==> config.mk <==
export PLATFORM = sky130hd
export DESIGN_NAME = mem_port_arbiter_flat
export DESIGN_NICKNAME = d
export VERILOG_FILES = /design/src/rtl/mem_port_arbiter_if.sv /design/src/rtl/mem_port_arbiter.sv /design/src/flat_wrapper.sv
export SDC_FILE = /design/constraint.sdc
export NUM_CORES = 1
export LEC_CHECK = 0
export CAP_MARGIN = 10
export CORE_MARGIN = 3
export CORE_UTILIZATION = 34
export DETAILED_ROUTE_END_ITERATION = 6
export PLACE_DENSITY_LB_ADDON = 0.08
export SETUP_SLACK_MARGIN = 0.5
export SLEW_MARGIN = 30
export SYNTH_ARGS = -nofsm -noshare
export SYNTH_HDL_FRONTEND = slang
export SYNTH_SLANG_ARGS = --single-unit
export TNS_END_PERCENT = 10
==> constraint.sdc <==
create_clock -name clk -period 1.35 [get_ports clk]
set_clock_uncertainty 0.15 [all_clocks]
set_input_delay 0.135 -clock clk [delete_from_list [all_inputs] [get_ports clk]]
set_output_delay 0.135 -clock clk [all_outputs]
set_load 0.1 [all_outputs]
==> src/rtl/mem_port_arbiter_if.sv <==
// Bus bundle for mem_port_arbiter: two requester ports, the shared memory
// port and the arbiter status outputs. The arbiter connects through the
// slave modport; the surrounding core/memory model uses the master modport.
interface mem_port_arbiter_if #(
    parameter int AW = 32,
    parameter int DW = 32
);
    logic          req0;
    logic [AW-1:0] addr0;
    logic          we0;
    logic [DW-1:0] wdata0;
    logic          ack0;

    logic          req1;
    logic [AW-1:0] addr1;
    logic          we1;
    logic [DW-1:0] wdata1;
    logic          ack1;

    logic [DW-1:0] rdata;
    logic          err;
    logic          sel;
    logic          busy;

    logic          mem_valid;
    logic [AW-1:0] mem_addr;
    logic          mem_we;
    logic [DW-1:0] mem_wdata;
    logic          mem_ready;
    logic [DW-1:0] mem_rdata;

    modport slave (
        input  req0, addr0, we0, wdata0,
        input  req1, addr1, we1, wdata1,
        input  mem_ready, mem_rdata,
        output ack0, ack1, rdata, err, sel, busy,
        output mem_valid, mem_addr, mem_we, mem_wdata
    );

    modport master (
        output req0, addr0, we0, wdata0,
        output req1, addr1, we1, wdata1,
        output mem_ready, mem_rdata,
        input  ack0, ack1, rdata, err, sel, busy,
        input  mem_valid, mem_addr, mem_we, mem_wdata
    );
endinterface

==> src/rtl/mem_port_arbiter.sv <==
// mem_port_arbiter: shares one memory port between instruction fetch
// (port 0) and load/store (port 1) with round-robin arbitration.
// A grant registers the winner's address/data onto the memory side,
// the memory handshake runs in BUSY, and a one-cycle ack with read data
// is returned in ACK.
// Optional feature: define MEM_TIMEOUT_EN to abort a BUSY transaction
// with err=1 once the wait counter reaches MAX_WAIT.
module mem_port_arbiter #(
    parameter int AW       = 32,
    parameter int DW       = 32,
    parameter int MAX_WAIT = 15
) (
    input logic              clk,
    input logic              rst_n,
    mem_port_arbiter_if.slave bus
);

    if (MAX_WAIT < 1 || MAX_WAIT > 255) begin : g_bad_max_wait
        $error("mem_port_arbiter: MAX_WAIT must be in 1..255");
    end

    typedef enum logic [1:0] {
        IDLE = 2'd0,
        BUSY = 2'd1,
        ACK  = 2'd2
    } state_t;

    state_t        state_q, state_d;
    logic          sel_q, sel_d;
    logic          prio_q, prio_d;      // port that wins the next contested grant
    logic [AW-1:0] mem_addr_q, mem_addr_d;
    logic          mem_we_q, mem_we_d;
    logic [DW-1:0] mem_wdata_q, mem_wdata_d;
    logic [DW-1:0] rdata_q, rdata_d;
    logic          winner;

`ifdef MEM_TIMEOUT_EN
    localparam logic [7:0] WAIT_LIMIT = 8'(MAX_WAIT);
    logic [7:0]    wait_q, wait_d;
    logic          err_q, err_d;
`endif

    // Contested requests go to the priority pointer, otherwise to whoever asks.
    assign winner = (bus.req0 && bus.req1) ? prio_q : bus.req1;

    // Next-state logic: grant in IDLE, memory handshake in BUSY, ack pulse in ACK.
    always_comb begin
        state_d     = state_q;
        sel_d       = sel_q;
        prio_d      = prio_q;
        mem_addr_d  = mem_addr_q;
        mem_we_d    = mem_we_q;
        mem_wdata_d = mem_wdata_q;
        rdata_d     = '0;
`ifdef MEM_TIMEOUT_EN
        wait_d      = wait_q;
        err_d       = 1'b0;
`endif
        case (state_q)
            IDLE: begin
                if (bus.req0 || bus.req1) begin
                    sel_d       = winner;
                    prio_d      = ~winner;
                    mem_addr_d  = winner ? bus.addr1  : bus.addr0;
                    mem_we_d    = winner ? bus.we1    : bus.we0;
                    mem_wdata_d = winner ? bus.wdata1 : bus.wdata0;
                    state_d     = BUSY;
`ifdef MEM_TIMEOUT_EN
                    wait_d      = '0;
`endif
                end
            end
            BUSY: begin
                if (bus.mem_ready) begin
                    // Writes return zero so stale bus data never leaks to the LSU.
                    rdata_d = mem_we_q ? '0 : bus.mem_rdata;
                    state_d = ACK;
                end
`ifdef MEM_TIMEOUT_EN
                else if (wait_q == WAIT_LIMIT) begin
                    err_d   = 1'b1;
                    state_d = ACK;
                end else begin
                    wait_d = wait_q + 8'd1;
                end
`endif
            end
            ACK: begin
                // Requests are deliberately not sampled here, so a held req
                // cannot be re-granted back to back.
                state_d = IDLE;
            end
            default: begin
                state_d = IDLE;
            end
        endcase
    end

    // State and datapath registers; reset drops any outstanding transaction.
    always_ff @(posedge clk or negedge rst_n) begin
        if (!rst_n) begin
            state_q     <= IDLE;
            sel_q       <= 1'b0;
            prio_q      <= 1'b0;
            mem_addr_q  <= '0;
            mem_we_q    <= 1'b0;
            mem_wdata_q <= '0;
            rdata_q     <= '0;
`ifdef MEM_TIMEOUT_EN
            wait_q      <= '0;
            err_q       <= 1'b0;
`endif
        end else begin
            state_q     <= state_d;
            sel_q       <= sel_d;
            prio_q      <= prio_d;
            mem_addr_q  <= mem_addr_d;
            mem_we_q    <= mem_we_d;
            mem_wdata_q <= mem_wdata_d;
            rdata_q     <= rdata_d;
`ifdef MEM_TIMEOUT_EN
            wait_q      <= wait_d;
            err_q       <= err_d;
`endif
        end
    end

    assign bus.mem_valid = (state_q == BUSY);
    assign bus.busy      = (state_q != IDLE);
    assign bus.ack0      = (state_q == ACK) && !sel_q;
    assign bus.ack1      = (state_q == ACK) &&  sel_q;
    assign bus.sel       = sel_q;
    assign bus.mem_addr  = mem_addr_q;
    assign bus.mem_we    = mem_we_q;
    assign bus.mem_wdata = mem_wdata_q;
    assign bus.rdata     = rdata_q;
`ifdef MEM_TIMEOUT_EN
    assign bus.err       = err_q;
`else
    assign bus.err       = 1'b0;
`endif

endmodule

==> src/flat_wrapper.sv <==
// flat-port wrapper written by rule: the top's interface ports become plain ports
module mem_port_arbiter_flat 
#(
    parameter int AW       = 32,
    parameter int DW       = 32,
    parameter int MAX_WAIT = 15
)
  (clk, rst_n, bus_req0, bus_addr0, bus_we0, bus_wdata0, bus_req1, bus_addr1, bus_we1, bus_wdata1, bus_mem_ready, bus_mem_rdata, bus_ack0, bus_ack1, bus_rdata, bus_err, bus_sel, bus_busy, bus_mem_valid, bus_mem_addr, bus_mem_we, bus_mem_wdata);
  mem_port_arbiter_if #(.AW(AW), .DW(DW)) bus_i ();
  input logic clk;
  input logic rst_n;
  input wire logic [$bits(bus_i.req0)-1:0] bus_req0;
  input wire logic [$bits(bus_i.addr0)-1:0] bus_addr0;
  input wire logic [$bits(bus_i.we0)-1:0] bus_we0;
  input wire logic [$bits(bus_i.wdata0)-1:0] bus_wdata0;
  input wire logic [$bits(bus_i.req1)-1:0] bus_req1;
  input wire logic [$bits(bus_i.addr1)-1:0] bus_addr1;
  input wire logic [$bits(bus_i.we1)-1:0] bus_we1;
  input wire logic [$bits(bus_i.wdata1)-1:0] bus_wdata1;
  input wire logic [$bits(bus_i.mem_ready)-1:0] bus_mem_ready;
  input wire logic [$bits(bus_i.mem_rdata)-1:0] bus_mem_rdata;
  output wire logic [$bits(bus_i.ack0)-1:0] bus_ack0;
  output wire logic [$bits(bus_i.ack1)-1:0] bus_ack1;
  output wire logic [$bits(bus_i.rdata)-1:0] bus_rdata;
  output wire logic [$bits(bus_i.err)-1:0] bus_err;
  output wire logic [$bits(bus_i.sel)-1:0] bus_sel;
  output wire logic [$bits(bus_i.busy)-1:0] bus_busy;
  output wire logic [$bits(bus_i.mem_valid)-1:0] bus_mem_valid;
  output wire logic [$bits(bus_i.mem_addr)-1:0] bus_mem_addr;
  output wire logic [$bits(bus_i.mem_we)-1:0] bus_mem_we;
  output wire logic [$bits(bus_i.mem_wdata)-1:0] bus_mem_wdata;
  assign bus_i.req0 = bus_req0;
  assign bus_i.addr0 = bus_addr0;
  assign bus_i.we0 = bus_we0;
  assign bus_i.wdata0 = bus_wdata0;
  assign bus_i.req1 = bus_req1;
  assign bus_i.addr1 = bus_addr1;
  assign bus_i.we1 = bus_we1;
  assign bus_i.wdata1 = bus_wdata1;
  assign bus_i.mem_ready = bus_mem_ready;
  assign bus_i.mem_rdata = bus_mem_rdata;
  assign bus_ack0 = bus_i.ack0;
  assign bus_ack1 = bus_i.ack1;
  assign bus_rdata = bus_i.rdata;
  assign bus_err = bus_i.err;
  assign bus_sel = bus_i.sel;
  assign bus_busy = bus_i.busy;
  assign bus_mem_valid = bus_i.mem_valid;
  assign bus_mem_addr = bus_i.mem_addr;
  assign bus_mem_we = bus_i.mem_we;
  assign bus_mem_wdata = bus_i.mem_wdata;
  mem_port_arbiter #(.AW(AW), .DW(DW), .MAX_WAIT(MAX_WAIT)) u_core (.clk(clk), .rst_n(rst_n), .bus(bus_i));
endmodule
# ---- After elaboration in Yosys (flattened, before gate mapping)
# Cells that the tools add are included.
dict set report word_totals {
  ff_bits 101
  word_cells 31
  output_inout_bits 103
  inputBits 167
}
dict set report op_classes {
  n_reduce_logical 9
  bitwise 1
  mux 10
  n_eq_ne 4
}
# cell n
set ops {}
lappend ops {{$mux 32} 5}
lappend ops {{$mux 2} 2}
lappend ops {{$pmux 2 s2} 1}
lappend ops {{$reduce_and 2->1} 2}
lappend ops {{$logic_and 1x1->1} 3}
lappend ops {{$eq 2x1->1 const B} 1}
lappend ops {{$eq 2x2->1 const B} 1}
lappend ops {{$logic_not 2->1} 1}
lappend ops {{$mux 1} 2}
lappend ops {{$ne 2x1->1 const B} 1}
lappend ops {{$ne 2x2->1 const B} 1}
lappend ops {{$reduce_bool 2->1} 1}
lappend ops {{$logic_not 1->1} 1}
lappend ops {{$logic_or 1x1->1} 1}
lappend ops {{$not 1->1} 1}

# ---- Longest topological paths before layout
# Gate-level depths: netlist (run 1).
dict set report depth {
  depth_word 3
  ltp_mapped 6
  ltp_nobuf 4
}

# ---- Worst setup path after synthesis (run 1)
# No wires, ideal clock.
dict set report synth_timing {
  kind {reg-to-output}
  startpoint {reg u_core.sel_q, in the netlist u_core.bus.sel}
  endpoint {out bus_ack0}
  t_arrival_ns 3.110
  t_required_ns 1.065
  path_slack_ns -2.045
  path_buffers 0
  stages_incl_launch_ff 2
  path_cell_list {dfrtp_1 -> nor3b_1}
}
dict set report synth_between {
  elab_chain_len 2
}
# item line
set synth_rtl {}
lappend synth_rtl {{from (decl)} mem_port_arbiter.sv:29} ;# logic sel_q, sel_d;
lappend synth_rtl {{from (signal assigned)} mem_port_arbiter.sv:115} ;# sel_q <= sel_d;
lappend synth_rtl {{$logic_not 1->1} mem_port_arbiter.sv:130} ;# assign bus.ack0 = (state_q == ACK) && !sel_q;
lappend synth_rtl {{$logic_and 1x1->1} mem_port_arbiter.sv:130}
lappend synth_rtl {{to (decl)} flat_wrapper.sv:22} ;# output wire logic [$bits(bus_i.ack0)-1:0] bus_ack0;
# Every way passes these cells.

# ---- Worst setup path after layout (run 1)
dict set report layout_timing {
  startpoint {reg u_core.prio_q}
  endpoint {reg u_core.mem_wdata_q[30], in the netlist u_core.bus.mem_wdata[30]}
}
dict set report layout_between {
  elab_chain_len 2
}
# item line
set layout_rtl {}
lappend layout_rtl {{from (decl)} mem_port_arbiter.sv:30} ;# logic prio_q, prio_d;
lappend layout_rtl {{from (signal assigned)} mem_port_arbiter.sv:116} ;# prio_q <= prio_d;
lappend layout_rtl {{$mux 1} mem_port_arbiter.sv:44} ;# assign winner = (bus.req0 && bus.req1) ? prio_q : bus.req1;
lappend layout_rtl {{$mux 32} mem_port_arbiter.sv:66} ;# mem_wdata_d = winner ? bus.wdata1 : bus.wdata0;
lappend layout_rtl {{to (signal assigned)} mem_port_arbiter.sv:119} ;# mem_wdata_q <= mem_wdata_d;
lappend layout_rtl {{to (decl)} mem_port_arbiter.sv:33} ;# logic [DW-1:0] mem_wdata_q, mem_wdata_d;
# Every way passes these cells.
# A chain may end at the register's enable or synchronous reset.

==> out/results.ini, run 1 <==
[outcome]
violations=hold timing, setup timing
status=complete, but fails checks

[yosys]
synthTopCellsByArea=dfrtp_1 56%, a31oi_1 9.1%, a21oi_1 7.4%
ys_warn_count=0
synth_top_area_share=0.563
syn_area_um2=4490
syn_area_per_cell_um2=9.62
ys.flop_type=dfrtp_1
synth_cell_types=25
yosys.area.top_type=dfrtp_1
synth-edff-count=0
synthArstFlopShare=1.00
syn_inst=467
synth_seq_cells=101
ys_seq_area_frac=0.563
syn-num-nets=634

[routing]
drt_drc_violations_left=0
drt_wl_total_um=21500
postRouteAntennaNets=0
via_count=5348
firstDrtPassIters=5
wire_per_inst_um=22.5
drt-initial-drc-count=362
vias_per_cell=5.58

[floorplan]
dieArea_um2=14600
initial_core_util=0.352
rows=41
num_io_pins=270
coreArea_um2=12800
die_w_um=121
fp.dieH_um=121

[pwr]
peakVddDrop_mv=1.77
power_density_nw_per_um2=2890
p_leak_nw=4.30
p_total_mw=29.8

[run]
cap_violations=0

[placed_design]
portBuffers=268
routabilityCongestion=0.815
post-place-ws_ps=-347
detailed_place_hpwl_um=12300

[global_route]
grt.total_usage=0.273
grt_max_degree=69
grt_pass1_vias=5348
grt_pass1_wl_um=30400
antenna_found_initial=1
grt-ovfl-total=0

[critical_path]
cp_common_cell=buf_12
arrival_ps=1770
crit_family=buffers and inverters
crit_path_max_fanout=5
start_kind=flip-flop
reg2reg_slack_ps=-310
worstPathCellList=buf_6 -> nor2b_4 -> buf_12 -> buf_12 -> buf_12 -> clkbuf_16 -> o21ai_0 -> a31oi_1
end_kind=flip-flop
worstSetupPathType=reg -> reg
r2r-end=u_core.bus.mem_wdata[30]$_DFFE_PN0P_
crit_slowest_cell=dfrtp_1
r2r-start=u_core.prio_q$_DFFE_PN0P_
slowest_delay_ps=410
r2r_cells=8
cp_num_buf_inv=5
required_ps=1460

[layout]
most-common-layout-cells=164 x clkdlybuf4s50_1, 122 x buf_12, 98 x dfrtp_1
final_common_cell=clkdlybuf4s50_1
final_nets=947
syn2layout_area_growth_pct=130
drive_gt1_frac=0.341
fillers=738

[timing]
setup_viol=103
hold_viol_final=101
holdWs_ps=-141
timing.final.ws_setup_ps=-315
maxSlewViolCount=0
post-route-period-util=1.23
period_needed_ps=1660
fin_tns_setup_ps=-18320
fmax_mhz=601
rsz0062_at_grt=yes

[cts]
clk_pin_slew_ps=70
cts.sinks=101
clk_path_buf_depth=2
clockRootBuffer=clkbuf_16
holdBufCountCts=1
worstSkewPairLatency_ps=340
htree_num_levels=3
numCtsBuffers=9
cts_tree=built

[min_path]
hold_class=in -> async

-- worst register-to-register path, stage by stage, from the launching register on --
cell,delay (ps)
dfrtp_1,410
buf_6,130
nor2b_4,140
buf_12,130
buf_12,120
buf_12,110
clkbuf_16,140
o21ai_0,80
a31oi_1,170
-- worst max-delay path by stage --
stage	slack (ps)	end	depth (start not counted)	start
floorplan	-450	bus_ack0	1	u_core.bus.sel$_DFFE_PN0P_
global placement	-310	u_core.bus.mem_wdata[10]$_DFFE_PN0P_	5	bus_req0
detailed placement	-350	u_core.bus.mem_wdata[9]$_DFFE_PN0P_	5	bus_req0
CTS	-290	bus_ack1	3	u_core.state_q[0]$_DFFE_PN0P_
global route	-370	u_core.bus.mem_wdata[30]$_DFFE_PN0P_	8	u_core.prio_q$_DFFE_PN0P_
finish	-310	u_core.bus.mem_wdata[30]$_DFFE_PN0P_	8	u_core.prio_q$_DFFE_PN0P_
-- sequential cells by signal (all words and copies together) (netlist names) --
register	count
u_core.bus.sel	1
u_core.prio_q	1
u_core.bus.mem_wdata	32
u_core.bus.rdata	32
u_core.bus.mem_we	1
u_core.state_q	2
u_core.bus.mem_addr	32
-- report_power, final --
group	internal [mW]	switching [mW]
sequential	4.21	1.33
clock	1.55	1.17
combinational	8.91	12.7
total	14.7	15.2
-- routing by layer --
metal | wire [um] | track usage | share of wire
met5 | 0 | 0 | 0
met4 | 883 | 0.142 | 0.041
met3 | 2080 | 0.0746 | 0.097
met2 | 10800 | 0.456 | 0.50
met1 | 7800 | 0.321 | 0.36
-- synthesized netlist by cell type (3+ instances only) --
master    count
buf_4         3
clkbuf_1     37
a31oi_1      65
buf_6         6
buf_2         7
a21oi_1      66
nand3_1      65
and2_1       33
o21ai_0      66
dfrtp_1     101
-- logic make-up (layout without fill, tap and decap cells) --
kind of cell,after synthesis,count (layout),synth area share
buf+inv,57,375,0.0621
simple gates,110,110,0.135
compound gates,198,198,0.239
other cells,1,2,0.000835
flops,101,101,0.563
-- area by class of cell --
cell class,instances,area (um^2),share of cell area
clock inverter,4,55.1,0.00533
antenna,1,2.50,0.000242
multi-input combinational,309,1970,0.191
sequential,101,2540,0.246
inverter,3,17.5,0.00170
clock buffer,12,256,0.0249
tap,172,215,0.0209
timing repair buffer,356,5270,0.511
-- repair_timing --
| item | 4_1_cts | 5_1_grt |
|---|---|---|
| resized for setup | 71 | 65 |
| cloned | 20 | 9 |
| setup endpoints to repair | 203 | 304 |
| endpoints found under the hold margin | 101 | 101 |
| buffers inserted | 19 | 14 |
| pin swaps | 38 | 18 |
-- stage by stage --
step	hold slack (ps)	instance area [um^2]	utilization	std cells
floorplan	-311	4540	-	467
global placement	36.3	8510	0.666	878
detailed placement	43.3	8510	0.666	878
CTS	174	9810	0.768	934
global route	-120	10300	0.808	958
finish	-141	10300	0.808	958
Note: power is estimated with default switching activity, not from simulation.
==> run 2, diff against run 1 <==
--- a/config.mk
+++ b/config.mk
@@ -9,6 +9,7 @@
 export CORE_MARGIN = 3
 export CORE_UTILIZATION = 34
 export DETAILED_ROUTE_END_ITERATION = 6
+export GPL_TIMING_DRIVEN = 0
 export PLACE_DENSITY_LB_ADDON = 0.08
 export SETUP_SLACK_MARGIN = 0.5
 export SLEW_MARGIN = 30
==> out/results.ini, run 2 (synthesis gave the netlist of run 1 again) <==
[cts]
clk_path_buf_depth=2  ; unchanged
clk_pin_slew_ps=60  ; about the same
cts_tree=built
worstSkewPairLatency_ps=330  ; about the same
clockRootBuffer=clkbuf_16
cts.sinks=101  ; unchanged
numCtsBuffers=9  ; unchanged
htree_num_levels=3  ; unchanged

[timing]
setup_viol=101  ; -1.9%
rsz0062_at_grt=yes
fin_tns_setup_ps=-14330  ; +3980 ps
maxSlewViolCount=0  ; unchanged
hold_viol_final=101  ; unchanged
post-route-period-util=1.18  ; -0.0511
period_needed_ps=1600  ; -69.0 ps
holdWs_ps=-451  ; -310 ps
timing.final.ws_setup_ps=-246  ; +69.0 ps
fmax_mhz=627  ; +4.3%

[routing]
via_count=4859  ; -9.1%
drt-initial-drc-count=320  ; -12%
drt_wl_total_um=17300  ; -19%
wire_per_inst_um=18.5  ; -17%
postRouteAntennaNets=0  ; unchanged
vias_per_cell=5.20  ; -6.9%
firstDrtPassIters=5  ; unchanged
drt_drc_violations_left=0  ; unchanged

[floorplan]
initial_core_util=0.352  ; unchanged
coreArea_um2=12800  ; unchanged
rows=41  ; unchanged
die_w_um=121  ; unchanged
fp.dieH_um=121  ; unchanged
num_io_pins=270  ; unchanged
dieArea_um2=14600  ; unchanged

[layout]
final_common_cell=clkdlybuf4s50_1
drive_gt1_frac=0.273  ; -0.0684
syn2layout_area_growth_pct=101
final_nets=925  ; -2.3%
most-common-layout-cells=164 x clkdlybuf4s50_1, 101 x buf_12, 97 x dfrtp_1
fin_cells=935  ; -2.4%

[critical_path]
r2r-start=u_core.state_q[1]$_DFFE_PN0P_
r2r_cells=6  ; -2
end_kind=output pin
crit_cells=4  ; -4
required_ps=1070  ; -390 ps
cp-startpoint=u_core.state_q[1]$_DFFE_PN0P_
crit_family=flip-flops
r2r-end=u_core.bus.mem_wdata[28]$_DFFE_PN0P_
crit_path_max_fanout=5  ; unchanged
reg2reg_slack_ps=-210  ; +100 ps
worstPathCellList=nor2_4 -> buf_6 -> clkinvlp_4 -> buf_12
start_kind=flip-flop
slowest_delay_ps=440  ; +30 ps
crit_slowest_cell=dfrtp_2
arrival_ps=1310  ; -460 ps
cp_num_buf_inv=3  ; -2
worstSetupPathType=reg -> out

[global_route]
grt_pass1_vias=4938  ; -7.7%
grt_max_degree=64  ; -7.2%
grt-ovfl-total=0  ; unchanged
antenna_found_initial=1  ; unchanged
grt.total_usage=0.231  ; -0.0417
grt_pass1_wl_um=26900  ; -11%

[outcome]
violations=hold timing, setup timing
status=complete, but fails checks

[min_path]
hold_class=in -> async

[placed_design]
detailed_place_hpwl_um=12400  ; +0.70%
routabilityCongestion=0.827  ; +1.4%
dpl.cell_count=908  ; +3.4%
portBuffers=268  ; unchanged
post-place-ws_ps=-904  ; -557 ps

[pwr]
peakVddDrop_mv=1.87  ; +5.5%
power_density_nw_per_um2=2860  ; -0.87%
p_leak_nw=3.79  ; -12%
p_total_mw=25.9  ; -13%

[run]
cap_violations=0  ; unchanged

==> run 2: cell types whose count changed in the layout (fill, tap and decap cells not counted), moves of 8 or more <==
cell       change
buf_12        -21
o21ai_2       -14
and2_1        -21
clkbuf_2      +11
clkbuf_16      -8
a21oi_2       -11
o21ai_1       -13
clkbuf_1      +14
and2_4        +21
nand3_1       +10
a21oi_1       +11
o21ai_0       +28
nand3_2       -10
buf_16        -20
==> run 2: power breakdown <==
group          switching (mW)  internal, mW  leakage, nW
registers                1.29          4.21         1.21
clock network            1.07          1.53        0.143
logic                    11.4          6.39         2.43
==> run 2: worst max path at each step <==
stage | endpoint | slack, ps
floorplan | bus_ack0 | -450
global placement | u_core.bus.mem_we$_DFFE_PN0P_ | -4610
detailed placement | bus_busy | -900
CTS | bus_busy | -260
global route | bus_busy | -300
finish | bus_busy | -250
==> run 2: metrics by stage <==
step	cell area (um^2)	util
after floorplan	4540	-
after global placement	7430	0.582
after detailed placement	7460	0.584
after CTS	8890	0.696
after global routing	9020	0.707
final	9020	0.707
==> run 2: layout make-up <==
| type | count | area (um^2) |
|---|---|---|
| Sequential cell | 101 | 2540 |
| Inverter | 3 | 15.0 |
| Timing Repair Buffer | 280 | 3810 |
| Clock inverter | 1 | 30.0 |
| Buffer | 54 | 368 |
| Tap cell | 172 | 215 |
| Clock buffer | 14 | 264 |
| Antenna cell | 1 | 2.50 |
| Fill cell | 926 | 3750 |
| Multi-Input combinational cell | 309 | 1780 |
==> run 2: repair_timing <==
action,4_1_cts,5_1_grt
gates cloned,0,1
setup buffers,8,2
gates resized for setup,945,63
hold endpoints to repair,101,39
setup endpoints to repair,203,203
pin swaps,1,13
==> run 2: layer usage <==
metal / global-route usage / vias up / wire [um] / share of wire
met5: 0 / - / 0 / 0
met2: 0.387 / 228 / 8690 / 0.50
li1: - / 2279 / - / -
met1: 0.277 / 2323 / 6490 / 0.37
met3: 0.0816 / 29 / 1740 / 0.10
met4: 0.0793 / 0 / 411 / 0.024
